File: src/rtl/bp_be_br_resolve_pkg.sv
// Shared BE definitions for branch resolution.
//   - bp_be_br_resolve_state_e : resolver state (run / wrong-path squash)
//   - bp_be_redirect_entry_s   : one queued redirect {pc, npc, taken}, declared per
//                                vaddr width through DECLARE_BP_BE_REDIRECT_ENTRY_S
//   - BP_BE_REDIRECT_ENTRY_WIDTH: packed width of that struct
//   - is_pow2                  : elaboration helper for depth checks

`define BP_BE_REDIRECT_ENTRY_WIDTH(vaddr_width_mp) (2*(vaddr_width_mp)+1)

`define DECLARE_BP_BE_REDIRECT_ENTRY_S(vaddr_width_mp) \
    typedef struct packed {                            \
        logic [vaddr_width_mp-1:0] pc;                 \
        logic [vaddr_width_mp-1:0] npc;                \
        logic                      taken;              \
    } bp_be_redirect_entry_s

package bp_be_br_resolve_pkg;

    typedef enum logic [0:0] {
        e_run    = 1'b0,
        e_squash = 1'b1
    } bp_be_br_resolve_state_e;

    localparam int unsigned redirect_fifo_min_els_gp = 2;

    function automatic logic is_pow2(input int unsigned n);
        return (n != 0) && ((n & (n - 1)) == 0);
    endfunction

endpackage

File: src/rtl/bp_be_br_resolve_if.sv
// Redirect command bus from the branch resolver to the FE command path.
//   redirect_v_o     : head entry valid (driven by the resolver)
//   redirect_yumi_i  : consumer dequeues the head (driven by the consumer)
//   redirect_pc_o    : pc of the mispredicted branch
//   redirect_npc_o   : correct next pc
//   redirect_taken_o : resolved direction
// master = resolver side, slave = consumer side.

interface bp_be_br_resolve_if #(
    parameter int unsigned vaddr_width_p = 39
);

    logic                     redirect_v_o;
    logic                     redirect_yumi_i;
    logic [vaddr_width_p-1:0] redirect_pc_o;
    logic [vaddr_width_p-1:0] redirect_npc_o;
    logic                     redirect_taken_o;

    modport master (
        output redirect_v_o,
        output redirect_pc_o,
        output redirect_npc_o,
        output redirect_taken_o,
        input  redirect_yumi_i
    );

    modport slave (
        input  redirect_v_o,
        input  redirect_pc_o,
        input  redirect_npc_o,
        input  redirect_taken_o,
        output redirect_yumi_i
    );

endinterface

File: src/rtl/bp_be_redirect_fifo.sv
// One-read/one-write FIFO with registered storage and a yumi-style dequeue.
//   clk_i, reset_i : clock, synchronous active-high reset (clears pointers and storage)
//   data_i, v_i    : enqueue data / enqueue strobe (caller keeps v_i low when full,
//                    unless yumi_i is also asserted that cycle)
//   full_o         : no free entry (from registered pointers only)
//   data_o, v_o    : head entry / head valid (no same-cycle bypass of data_i)
//   yumi_i         : dequeue the head; only meaningful while v_o=1

module bp_be_redirect_fifo
    import bp_be_br_resolve_pkg::*;
#(
    parameter int unsigned width_p = 79,
    parameter int unsigned els_p   = 2
) (
    input  logic               clk_i,
    input  logic               reset_i,

    input  logic [width_p-1:0] data_i,
    input  logic               v_i,
    output logic               full_o,

    output logic [width_p-1:0] data_o,
    output logic               v_o,
    input  logic               yumi_i
);

    localparam int unsigned idx_width_lp = $clog2(els_p);

    if (!is_pow2(els_p) || (els_p < redirect_fifo_min_els_gp)) begin : g_bad_depth
        $error("bp_be_redirect_fifo: els_p must be a power of 2 and at least 2");
    end

    // Pointers carry one extra wrap bit so full and empty are distinguishable.
    logic [idx_width_lp:0] wptr_q;
    logic [idx_width_lp:0] rptr_q;
    logic [width_p-1:0]    mem_q [els_p];

    logic empty;

    always_comb begin
        empty  = (wptr_q == rptr_q);
        full_o = (wptr_q[idx_width_lp] != rptr_q[idx_width_lp])
              && (wptr_q[idx_width_lp-1:0] == rptr_q[idx_width_lp-1:0]);
        v_o    = !empty;
        data_o = mem_q[rptr_q[idx_width_lp-1:0]];
    end

    always_ff @(posedge clk_i) begin
        if (reset_i) begin
            wptr_q <= '0;
            rptr_q <= '0;
            for (int i = 0; i < int'(els_p); i++) begin
                mem_q[i] <= '0;
            end
        end else begin
            if (v_i) begin
                mem_q[wptr_q[idx_width_lp-1:0]] <= data_i;
                wptr_q                          <= wptr_q + 1'b1;
            end
            if (yumi_i) begin
                rptr_q <= rptr_q + 1'b1;
            end
        end
    end

endmodule

File: src/rtl/bp_be_br_resolve.sv
// Branch resolver downstream of the integer pipe.
// Compares each resolved branch npc with the predicted npc; on a mispredict it queues a
// redirect {pc, npc, taken} and squashes wrong-path results until the pipeline flush.
//   clk_i, reset_i      : clock, synchronous active-high reset
//   v_i, branch_i       : integer-pipe result valid / result is a branch or jump
//   btaken_i, npc_i     : resolved direction / resolved next pc
//   pc_i, pred_npc_i    : instruction pc / predicted next pc
//   misaligned_i        : misaligned-target exception (never redirected here)
//   flush_i             : pipeline flush from commit
//   ready_o             : a branch can be accepted this cycle
//   squash_o            : resolver is discarding wrong-path results
//   branch_cnt_o        : accepted branches (saturating)
//   mispred_cnt_o       : enqueued mispredicts (saturating)
//   redirect            : redirect command bus (master side)

module bp_be_br_resolve
    import bp_be_br_resolve_pkg::*;
#(
    parameter int unsigned vaddr_width_p = 39,
    parameter int unsigned fifo_els_p    = 2,
    parameter int unsigned ctr_width_p   = 32
) (
    input  logic                     clk_i,
    input  logic                     reset_i,

    input  logic                     v_i,
    input  logic                     branch_i,
    input  logic                     btaken_i,
    input  logic [vaddr_width_p-1:0] npc_i,
    input  logic [vaddr_width_p-1:0] pc_i,
    input  logic [vaddr_width_p-1:0] pred_npc_i,
    input  logic                     misaligned_i,
    input  logic                     flush_i,

    output logic                     ready_o,
    output logic                     squash_o,
    output logic [ctr_width_p-1:0]   branch_cnt_o,
    output logic [ctr_width_p-1:0]   mispred_cnt_o,

    bp_be_br_resolve_if.master       redirect
);

    `DECLARE_BP_BE_REDIRECT_ENTRY_S(vaddr_width_p);

    localparam int unsigned entry_width_lp = `BP_BE_REDIRECT_ENTRY_WIDTH(vaddr_width_p);

    bp_be_br_resolve_state_e state_q, state_d;

    logic                  fifo_full;
    logic                  accept;
    logic                  mispredict;
    bp_be_redirect_entry_s enq_entry;
    bp_be_redirect_entry_s head_entry;
    logic [ctr_width_p-1:0] branch_cnt_q;
    logic [ctr_width_p-1:0] mispred_cnt_q;

    // ready_o depends only on registered state, so an enqueue and dequeue in the same
    // cycle while full still holds ready_o low for that cycle.
    always_comb begin
        ready_o    = !fifo_full || (state_q == e_squash);
        accept     = v_i && branch_i && ready_o && !flush_i && (state_q == e_run);
        mispredict = accept && !misaligned_i && (npc_i != pred_npc_i);

        enq_entry       = '0;
        enq_entry.pc    = pc_i;
        enq_entry.npc   = npc_i;
        enq_entry.taken = btaken_i;
    end

    always_comb begin
        state_d = state_q;
        unique case (state_q)
            e_run:    if (mispredict) state_d = e_squash;
            e_squash: if (flush_i)    state_d = e_run;
            default:  state_d = e_run;
        endcase
    end

    always_ff @(posedge clk_i) begin
        if (reset_i) begin
            state_q <= e_run;
        end else begin
            state_q <= state_d;
        end
    end

    bp_be_redirect_fifo #(
        .width_p (entry_width_lp),
        .els_p   (fifo_els_p)
    ) u_redirect_fifo (
        .clk_i   (clk_i),
        .reset_i (reset_i),
        .data_i  (enq_entry),
        .v_i     (mispredict),
        .full_o  (fifo_full),
        .data_o  (head_entry),
        .v_o     (redirect.redirect_v_o),
        .yumi_i  (redirect.redirect_yumi_i)
    );

    always_comb begin
        redirect.redirect_pc_o    = head_entry.pc;
        redirect.redirect_npc_o   = head_entry.npc;
        redirect.redirect_taken_o = head_entry.taken;
    end

    // Statistics counters saturate at all-ones.
    always_ff @(posedge clk_i) begin
        if (reset_i) begin
            branch_cnt_q  <= '0;
            mispred_cnt_q <= '0;
        end else begin
            if (accept && (branch_cnt_q != '1)) begin
                branch_cnt_q <= branch_cnt_q + ctr_width_p'(1);
            end
            if (mispredict && (mispred_cnt_q != '1)) begin
                mispred_cnt_q <= mispred_cnt_q + ctr_width_p'(1);
            end
        end
    end

    always_comb begin
        squash_o      = (state_q == e_squash);
        branch_cnt_o  = branch_cnt_q;
        mispred_cnt_o = mispred_cnt_q;
    end

    yumi_without_valid: assert property (
        @(posedge clk_i) disable iff (reset_i)
        !(redirect.redirect_yumi_i && !redirect.redirect_v_o)
    );

endmodule

File: src/flat_wrapper.sv
// flat-port wrapper written by rule: the top's interface ports become plain ports
module bp_be_br_resolve_flat import bp_be_br_resolve_pkg::*;
#(
    parameter int unsigned vaddr_width_p = 39,
    parameter int unsigned fifo_els_p    = 2,
    parameter int unsigned ctr_width_p   = 32
)
  (clk_i, reset_i, v_i, branch_i, btaken_i, npc_i, pc_i, pred_npc_i, misaligned_i, flush_i, ready_o, squash_o, branch_cnt_o, mispred_cnt_o, redirect_redirect_v_o, redirect_redirect_pc_o, redirect_redirect_npc_o, redirect_redirect_taken_o, redirect_redirect_yumi_i);
  bp_be_br_resolve_if #(.vaddr_width_p(vaddr_width_p)) redirect_i ();
  input  logic clk_i;
  input  logic reset_i;
  input  logic v_i;
  input  logic branch_i;
  input  logic btaken_i;
  input  logic [vaddr_width_p-1:0] npc_i;
  input  logic [vaddr_width_p-1:0] pc_i;
  input  logic [vaddr_width_p-1:0] pred_npc_i;
  input  logic misaligned_i;
  input  logic flush_i;
  output logic ready_o;
  output logic squash_o;
  output logic [ctr_width_p-1:0] branch_cnt_o;
  output logic [ctr_width_p-1:0] mispred_cnt_o;
  output wire logic [$bits(redirect_i.redirect_v_o)-1:0] redirect_redirect_v_o;
  output wire logic [$bits(redirect_i.redirect_pc_o)-1:0] redirect_redirect_pc_o;
  output wire logic [$bits(redirect_i.redirect_npc_o)-1:0] redirect_redirect_npc_o;
  output wire logic [$bits(redirect_i.redirect_taken_o)-1:0] redirect_redirect_taken_o;
  input wire logic [$bits(redirect_i.redirect_yumi_i)-1:0] redirect_redirect_yumi_i;
  assign redirect_redirect_v_o = redirect_i.redirect_v_o;
  assign redirect_redirect_pc_o = redirect_i.redirect_pc_o;
  assign redirect_redirect_npc_o = redirect_i.redirect_npc_o;
  assign redirect_redirect_taken_o = redirect_i.redirect_taken_o;
  assign redirect_i.redirect_yumi_i = redirect_redirect_yumi_i;
  bp_be_br_resolve #(.vaddr_width_p(vaddr_width_p), .fifo_els_p(fifo_els_p), .ctr_width_p(ctr_width_p)) u_core (.clk_i(clk_i), .reset_i(reset_i), .v_i(v_i), .branch_i(branch_i), .btaken_i(btaken_i), .npc_i(npc_i), .pc_i(pc_i), .pred_npc_i(pred_npc_i), .misaligned_i(misaligned_i), .flush_i(flush_i), .ready_o(ready_o), .squash_o(squash_o), .branch_cnt_o(branch_cnt_o), .mispred_cnt_o(mispred_cnt_o), .redirect(redirect_i));
endmodule
File: config.mk
export PLATFORM = sky130hd
export DESIGN_NAME = bp_be_br_resolve_flat
export DESIGN_NICKNAME = d
export VERILOG_FILES = /design/src/rtl/bp_be_br_resolve_pkg.sv /design/src/rtl/bp_be_br_resolve_if.sv /design/src/rtl/bp_be_redirect_fifo.sv /design/src/rtl/bp_be_br_resolve.sv /design/src/flat_wrapper.sv
export SDC_FILE = /design/constraint.sdc
export NUM_CORES = 1
export LEC_CHECK = 0
export CAP_MARGIN = 20
export CORE_ASPECT_RATIO = 0.5
export CORE_UTILIZATION = 54
export DETAILED_ROUTE_END_ITERATION = 16
export PLACE_DENSITY = 0.87
export SLEW_MARGIN = 30
export SYNTH_ARGS = -nofsm -noshare
export SYNTH_HDL_FRONTEND = slang
export SYNTH_SLANG_ARGS = --single-unit
File: constraint.sdc
create_clock -name clk_i -period 8.99 [get_ports clk_i]
set_input_delay 1.798 -clock clk_i [delete_from_list [all_inputs] [get_ports clk_i]]
set_output_delay 1.798 -clock clk_i [all_outputs]
set_load 0.005 [all_outputs]
==> flow_summary.ini, run 1 <==
[sta]
rsz0062_at_grt = false
slew_viol_final = 0
max_freq_mhz = 223
finalCritPeriodShare_pct = 49.9
tns_ps = 0
finalHoldViolCount = 0
min_period_ps = 4490
finClkSkew_ps = 11.2
worstMarginPinSlew_ps = 949
setup_viol = 0
hold_slack_ps = 523
slew_headroom_pct = 36.7

[power_and_ir_drop]
leakage_nw = 5.67
vdd_ir_drop_max_mv = 0.133
p_per_area_nw_per_um2 = 157
combPwrFrac_pct = 12.1
power.total_mw = 2.27
pwr-share-clk_pct = 36.4
switchingPower_mw = 0.503
p_int_mw = 1.76
p_sw_share_pct = 22.2
p_seq_share_pct = 51.5

[grt]
grt.overflow.total = 0
top_usage_layer = met2
grt_pass1_wl_um = 41300
use_met1_pct = 32.2
grt_usage_pct = 25.4
use_met2_pct = 44.7
use_met3_pct = 3.83
grt_max_degree = 98
antenna_found_initial = 0
grt_pass1_vias = 7843

[cts]
root_buffer = clkbuf_16
cts-htree-levels = 1
numCtsBuffers = 21
clk_latency_ps = 490
cts_setup_buffers = 0
holdBufCountCts = 0
cts.sinks = 228
clk_pin_slew_ps = 60
cts_max_path_buffers = 3
cts_resized = 0
cts_tree = done

[logic_synthesis]
synth_most_common_cell = and3_1
ys_types = 43
ys_top_cells_by_count = and3_1, edfxtp_1, mux2_2, dfxtp_1, nor2_1
synth-main-ff-cell = edfxtp_1
ys_ff_latch = 228
ys_top_cells_by_area = edfxtp_1, dfxtp_1, mux2_2, and3_1, xor2_1
synth_area_um2 = 10800
yosysSeqAreaShare_pct = 56.8
synthArstFlopShare_pct = 0
synth_top_area_share_pct = 43.8
synth_area_per_cell_um2 = 11.8
yosys.area.top_type = edfxtp_1
synthCells = 919
yosysWarnings = 0
synth_edf_count = 158
syn-num-nets = 1046

[floorplanning]
die_y_um = 102
coreArea_um2 = 19500
die_area_um2 = 20600
start_util_pct = 55.4
die_w_um = 202
ios = 271
row_count = 36

[setup_path]
crit_type = in2reg
crit_family = simple AND/OR/NAND/NOR gates
worstReg2RegStart = u_core.squash_o$_SDFF_PP0_
cp_max_fo = 97
cp_slowest_cell = nor4_1
crit_path_end_kind = flip-flop
arrival_ps = 4730
cp.required_ps = 9230
startpoint = npc_i[37]
worst-path-buf-inv = 3
worst_path_largest_cell_delay_ps = 620
worstPathCellList = clkdlybuf4s50_1 -> xor2_1 -> nor4_1 -> and4_1 -> a31oi_4 -> buf_4 -> buf_16 -> and3_1
cp-start-kind = input pin

[route]
drtPass1Iterations = 5
postRouteAntennaNets = 0
vias_per_cell = 5.72
drc = 0
num_vias = 8228
wl_um = 27300
drtIter0Drc = 566
wire_per_inst_um = 19.0

[layout]
multi_input_area_um2 = 4450
finalInstanceArea_um2 = 14400
ff_latch_area_um2 = 6150
nFillCells = 1287
drive_above_1_share_pct = 13.0
layout.nets = 1286
instances_no_fill = 1438
area_growth_pct = 33.3

[placed_design]
hpwl_um = 18100
io_buffers = 270
dp_cells = 1402
postPlaceCellArea_um2 = 13800
finalWeightedCongestion = 0.825

[flow_run]
drv_cap = 0

[worst_hold_path]
hold_start = u_core.branch_cnt_o[31]$_SDFFE_PP0P_
hp-class = reg2reg

[run_status]
status = completed
-- flip-flops by register name (all words and copies together), names as in the netlist, named ones only --
register / flops
u_core.squash_o: 1
u_core.u_redirect_fifo.wptr_q: 2
u_core.mispred_cnt_o: 32
u_core.u_redirect_fifo.mem_q: 158
u_core.u_redirect_fifo.rptr_q: 2
u_core.branch_cnt_o: 32
-- cells by family (layout without fill, tap and decap cells) --
kind of cell | after synthesis | in the layout | synth area share [%]
AOI/OAI and AO/OA | 43 | 43 | 2.58
xor gates and xnor gates | 72 | 72 | 5.83
DFF | 228 | 228 | 56.8
muxes | 100 | 100 | 10.4
buffers and inverters | 70 | 321 | 2.49
other | 0 | 2 | 0
and+or+nand+nor | 404 | 404 | 21.7
adders and majority gates | 2 | 2 | 0.231
-- power groups by stage --
stage                     sequential (mW)  clock [mW]  combinational [mW]
after floorplan                      1.18           0               0.111
after global placement               1.20           0               0.255
final                                1.17       0.825               0.275
after detailed placement             1.19           0               0.273
after CTS                            1.17       0.836               0.276
after global routing                 1.17       0.876               0.291
-- final cells by class --
cell class / instances / area share [%]
sequential: 228 / 42.6
multi-input combinational: 621 / 30.9
timing repair buffer: 280 / 19.7
clock buffer: 26 / 3.99
tap: 266 / 2.31
clock inverter: 8 / 0.278
inverter: 7 / 0.182
antenna: 2 / 0.0347
-- stage by stage --
stage,utilization (%),setup slack (ps)
after detailed placement,70.6,4100
after global routing,73.8,4430
final,73.8,4500
after global placement,70.1,4050
after floorplan,-,4050
after CTS,73.8,4600
-- metal layers --
metal	wire, um	vias up
li1	-	3887
met1	11100	4009
met2	13900	272
met3	1380	60
met4	892	0
met5	0	-
-- final timing paths --
check / to / slack, ps / cells after the start
hold reg to reg: u_core.branch_cnt_o[31]$_SDFFE_PP0P_ / 520 / 2
setup reg to reg: u_core.u_redirect_fifo.mem_q[1][67]$_SDFFCE_PN0P_ / 5930 / 6
hold / removal: u_core.branch_cnt_o[31]$_SDFFE_PP0P_ / 520 / 2
setup / recovery: u_core.u_redirect_fifo.mem_q[1][67]$_SDFFCE_PN0P_ / 4500 / 8
-- worst reg2reg max path: cells and delay by family (launching register included) --
family	cells	cell delay, ps
buffers and inverters	2	890
AO/OA/AOI/OAI	2	900
AND/OR/NAND/NOR	2	790
flip-flops	1	350
-- layout by cell type, fill, tap and decap left out, types with 22 or more instances in the layout --
cell type	n
and3_1	165
clkbuf_16	22
clkdlybuf4s50_1	269
dfxtp_1	69
edfxtp_1	158
mux2_2	98
nand2_1	23
nand3_1	31
nand4_1	25
nor2_1	59
xor2_1	56
(Power assumes the default switching activity.)
==> inputs of run 2 (changes only) <==
Settings changed: CORE_UTILIZATION 54 to 45, PLACE_DENSITY 0.87 to 0.77.
Clock period 8.99 ns to 3.8 ns, I/O delays scaled along.
==> flow_summary.ini, run 2 (synthesis results as in run 1) <==
[sta]
finalCritPeriodShare_pct = 85.5
setup_ws_ps = 552
slew_viol_final = 0
max_freq_mhz = 308
finClkSkew_ps = 29.7
finalHoldViolCount = 0
worstMarginPinSlew_ps = 970
rsz0062_at_grt = false
tns_ps = 0
slew_headroom_pct = 35.4
setup_viol = 0
min_period_ps = 3250

[floorplanning]
die_area_um2 = 24700
die_w_um = 221
start_util_pct = 46.7
die_y_um = 112
ios = 271
coreArea_um2 = 23200
row_count = 39

[worst_hold_path]
hold_end = u_core.squash_o$_SDFF_PP0_
whs_path_depth = 2
hp-class = reg2reg
hold_start = u_core.squash_o$_SDFF_PP0_

[cts]
cts_tree = done
clk_pin_slew_ps = 60
clk_latency_ps = 530
cts_resized = 0
cts_max_path_buffers = 3
cts_setup_buffers = 0
root_buffer = clkbuf_16
cts.sinks = 228
holdBufCountCts = 0
numCtsBuffers = 22
cts-htree-levels = 1

[grt]
grt_pass1_wl_um = 45300
grt_max_degree = 177
use_met2_pct = 41.0
grt_usage_pct = 23.2
use_met3_pct = 4.38
use_met1_pct = 28.5
top_usage_layer = met2
grt_pass1_vias = 8282
antenna_found_initial = 1
grt.overflow.total = 0

[setup_path]
cp-start-kind = flip-flop
rr_worst_depth = 6
arrival_ps = 2490
reg2reg_to = u_core.u_redirect_fifo.mem_q[1][49]$_SDFFCE_PN0P_
worstReg2RegStart = u_core.squash_o$_SDFF_PP0_
cp_max_fo = 40
crit_type = reg2out
worstPathCellList = buf_4 -> mux2_2 -> clkdlybuf4s50_1
cp_slowest_cell = dfxtp_4
worst_path_largest_cell_delay_ps = 730
cp.required_ps = 3040
r2r_slack_ps = 1000
crit_path_end_kind = output port

[route]
wl_um = 29000
drtIter0Drc = 673
drtPass1Iterations = 5
postRouteAntennaNets = 0
drc = 0
wire_per_inst_um = 19.5
num_vias = 8264
vias_per_cell = 5.55

[power_and_ir_drop]
leakage_nw = 5.74
switchingPower_mw = 1.28
vdd_ir_drop_max_mv = 0.227
p_per_area_nw_per_um2 = 381
p_int_mw = 4.29
p_seq_share_pct = 49.6
p_sw_share_pct = 23.0
combPwrFrac_pct = 11.9
pwr-share-clk_pct = 38.5

[layout]
largest_reg_flops = 158
drive_above_1_share_pct = 14.1
finalInstanceArea_um2 = 14600
layout.nets = 1295
regMostFlops = u_core.u_redirect_fifo.mem_q
area_growth_pct = 35.2
insertedDiodeCount = 0
final_common_cell = clkdlybuf4s50_1
layout_common_cells = clkdlybuf4s50_1, and3_1, edfxtp_1

[placed_design]
finalWeightedCongestion = 0.843
io_buffers = 270
postPlaceCellArea_um2 = 13900
hpwl_um = 19600
post-place-ws_ps = 105

[flow_run]
drv_cap = 0

[run_status]
status = completed
run 2: cell types whose count changed in the layout (fill, tap and decap cells not counted):
cell	delta
bufinv_16	+1
buf_4	+6
buf_16	-2
clkinvlp_4	+3
clkinv_1	-2
clkinv_8	+1
clkinv_4	+1
clkbuf_8	+1
diode_2	-2
buf_12	+4
run 2: power groups by stage:
| stage | clock (mW) | combinational [mW] | sequential (mW) |
|---|---|---|---|
| 3_3_place_gp | 0 | 0.647 | 2.82 |
| 5_1_grt | 2.29 | 0.702 | 2.77 |
| 2_1_floorplan | 0 | 0.262 | 2.80 |
| 6_report | 2.15 | 0.665 | 2.76 |
| 3_5_place_dp | 0 | 0.663 | 2.82 |
| 4_1_cts | 2.19 | 0.668 | 2.77 |
run 2: stage by stage:
step                      hold slack, ps  std cells  power [mW]  util, %
after floorplan                      480        919        3.06        -
after global placement               485       1449        3.46     59.9
after detailed placement             503       1451        3.48     60.1
after CTS                            502       1490        5.63     63.1
after global routing                 500       1490        5.77     63.1
final                                515       1490        5.58     63.1
run 2: layer usage:
| metal | wire (um) | up-vias |
|---|---|---|
| li1 | - | 3906 |
| met3 | 1320 | 58 |
| met5 | 13 | - |
| met1 | 12000 | 4097 |
| met4 | 906 | 2 |
| met2 | 14800 | 201 |
run 2: worst max path at each step:
stage              start                                                end  slack, ps
6_report       flip-flop                        redirect_redirect_npc_o[29]        550
5_1_grt        flip-flop                          redirect_redirect_pc_o[0]        430
4_1_cts        flip-flop                        redirect_redirect_npc_o[36]        520
3_5_place_dp    branch_i  u_core.u_redirect_fifo.mem_q[1][43]$_SDFFCE_PN0P_        100
3_3_place_gp    branch_i  u_core.u_redirect_fifo.mem_q[0][52]$_SDFFCE_PN0P_        130
2_1_floorplan   branch_i   u_core.u_redirect_fifo.mem_q[0][0]$_SDFFCE_PN0P_        580
run 2: cell type report:
class	instances	area (um2)
timing repair buffer	288	2920
fill	1817	8550
multi-input combinational	621	4450
sequential	228	6150
clock buffer	27	589
tap	307	384
clock inverter	12	110
inverter	7	26.3
run 2: worst max-delay path: cells and delay by family, from the launching register on:
kind	cells	cell delay, ps
flip-flops	1	730
multiplexers	1	360
buffers and inverters	2	860
==> inputs of run 3 (changes only) <==
Settings changed: SETUP_SLACK_MARGIN set to 0.1.
==> results of run 3 <==
No change in the layout: final DEF, timing and power equal those of run 2.
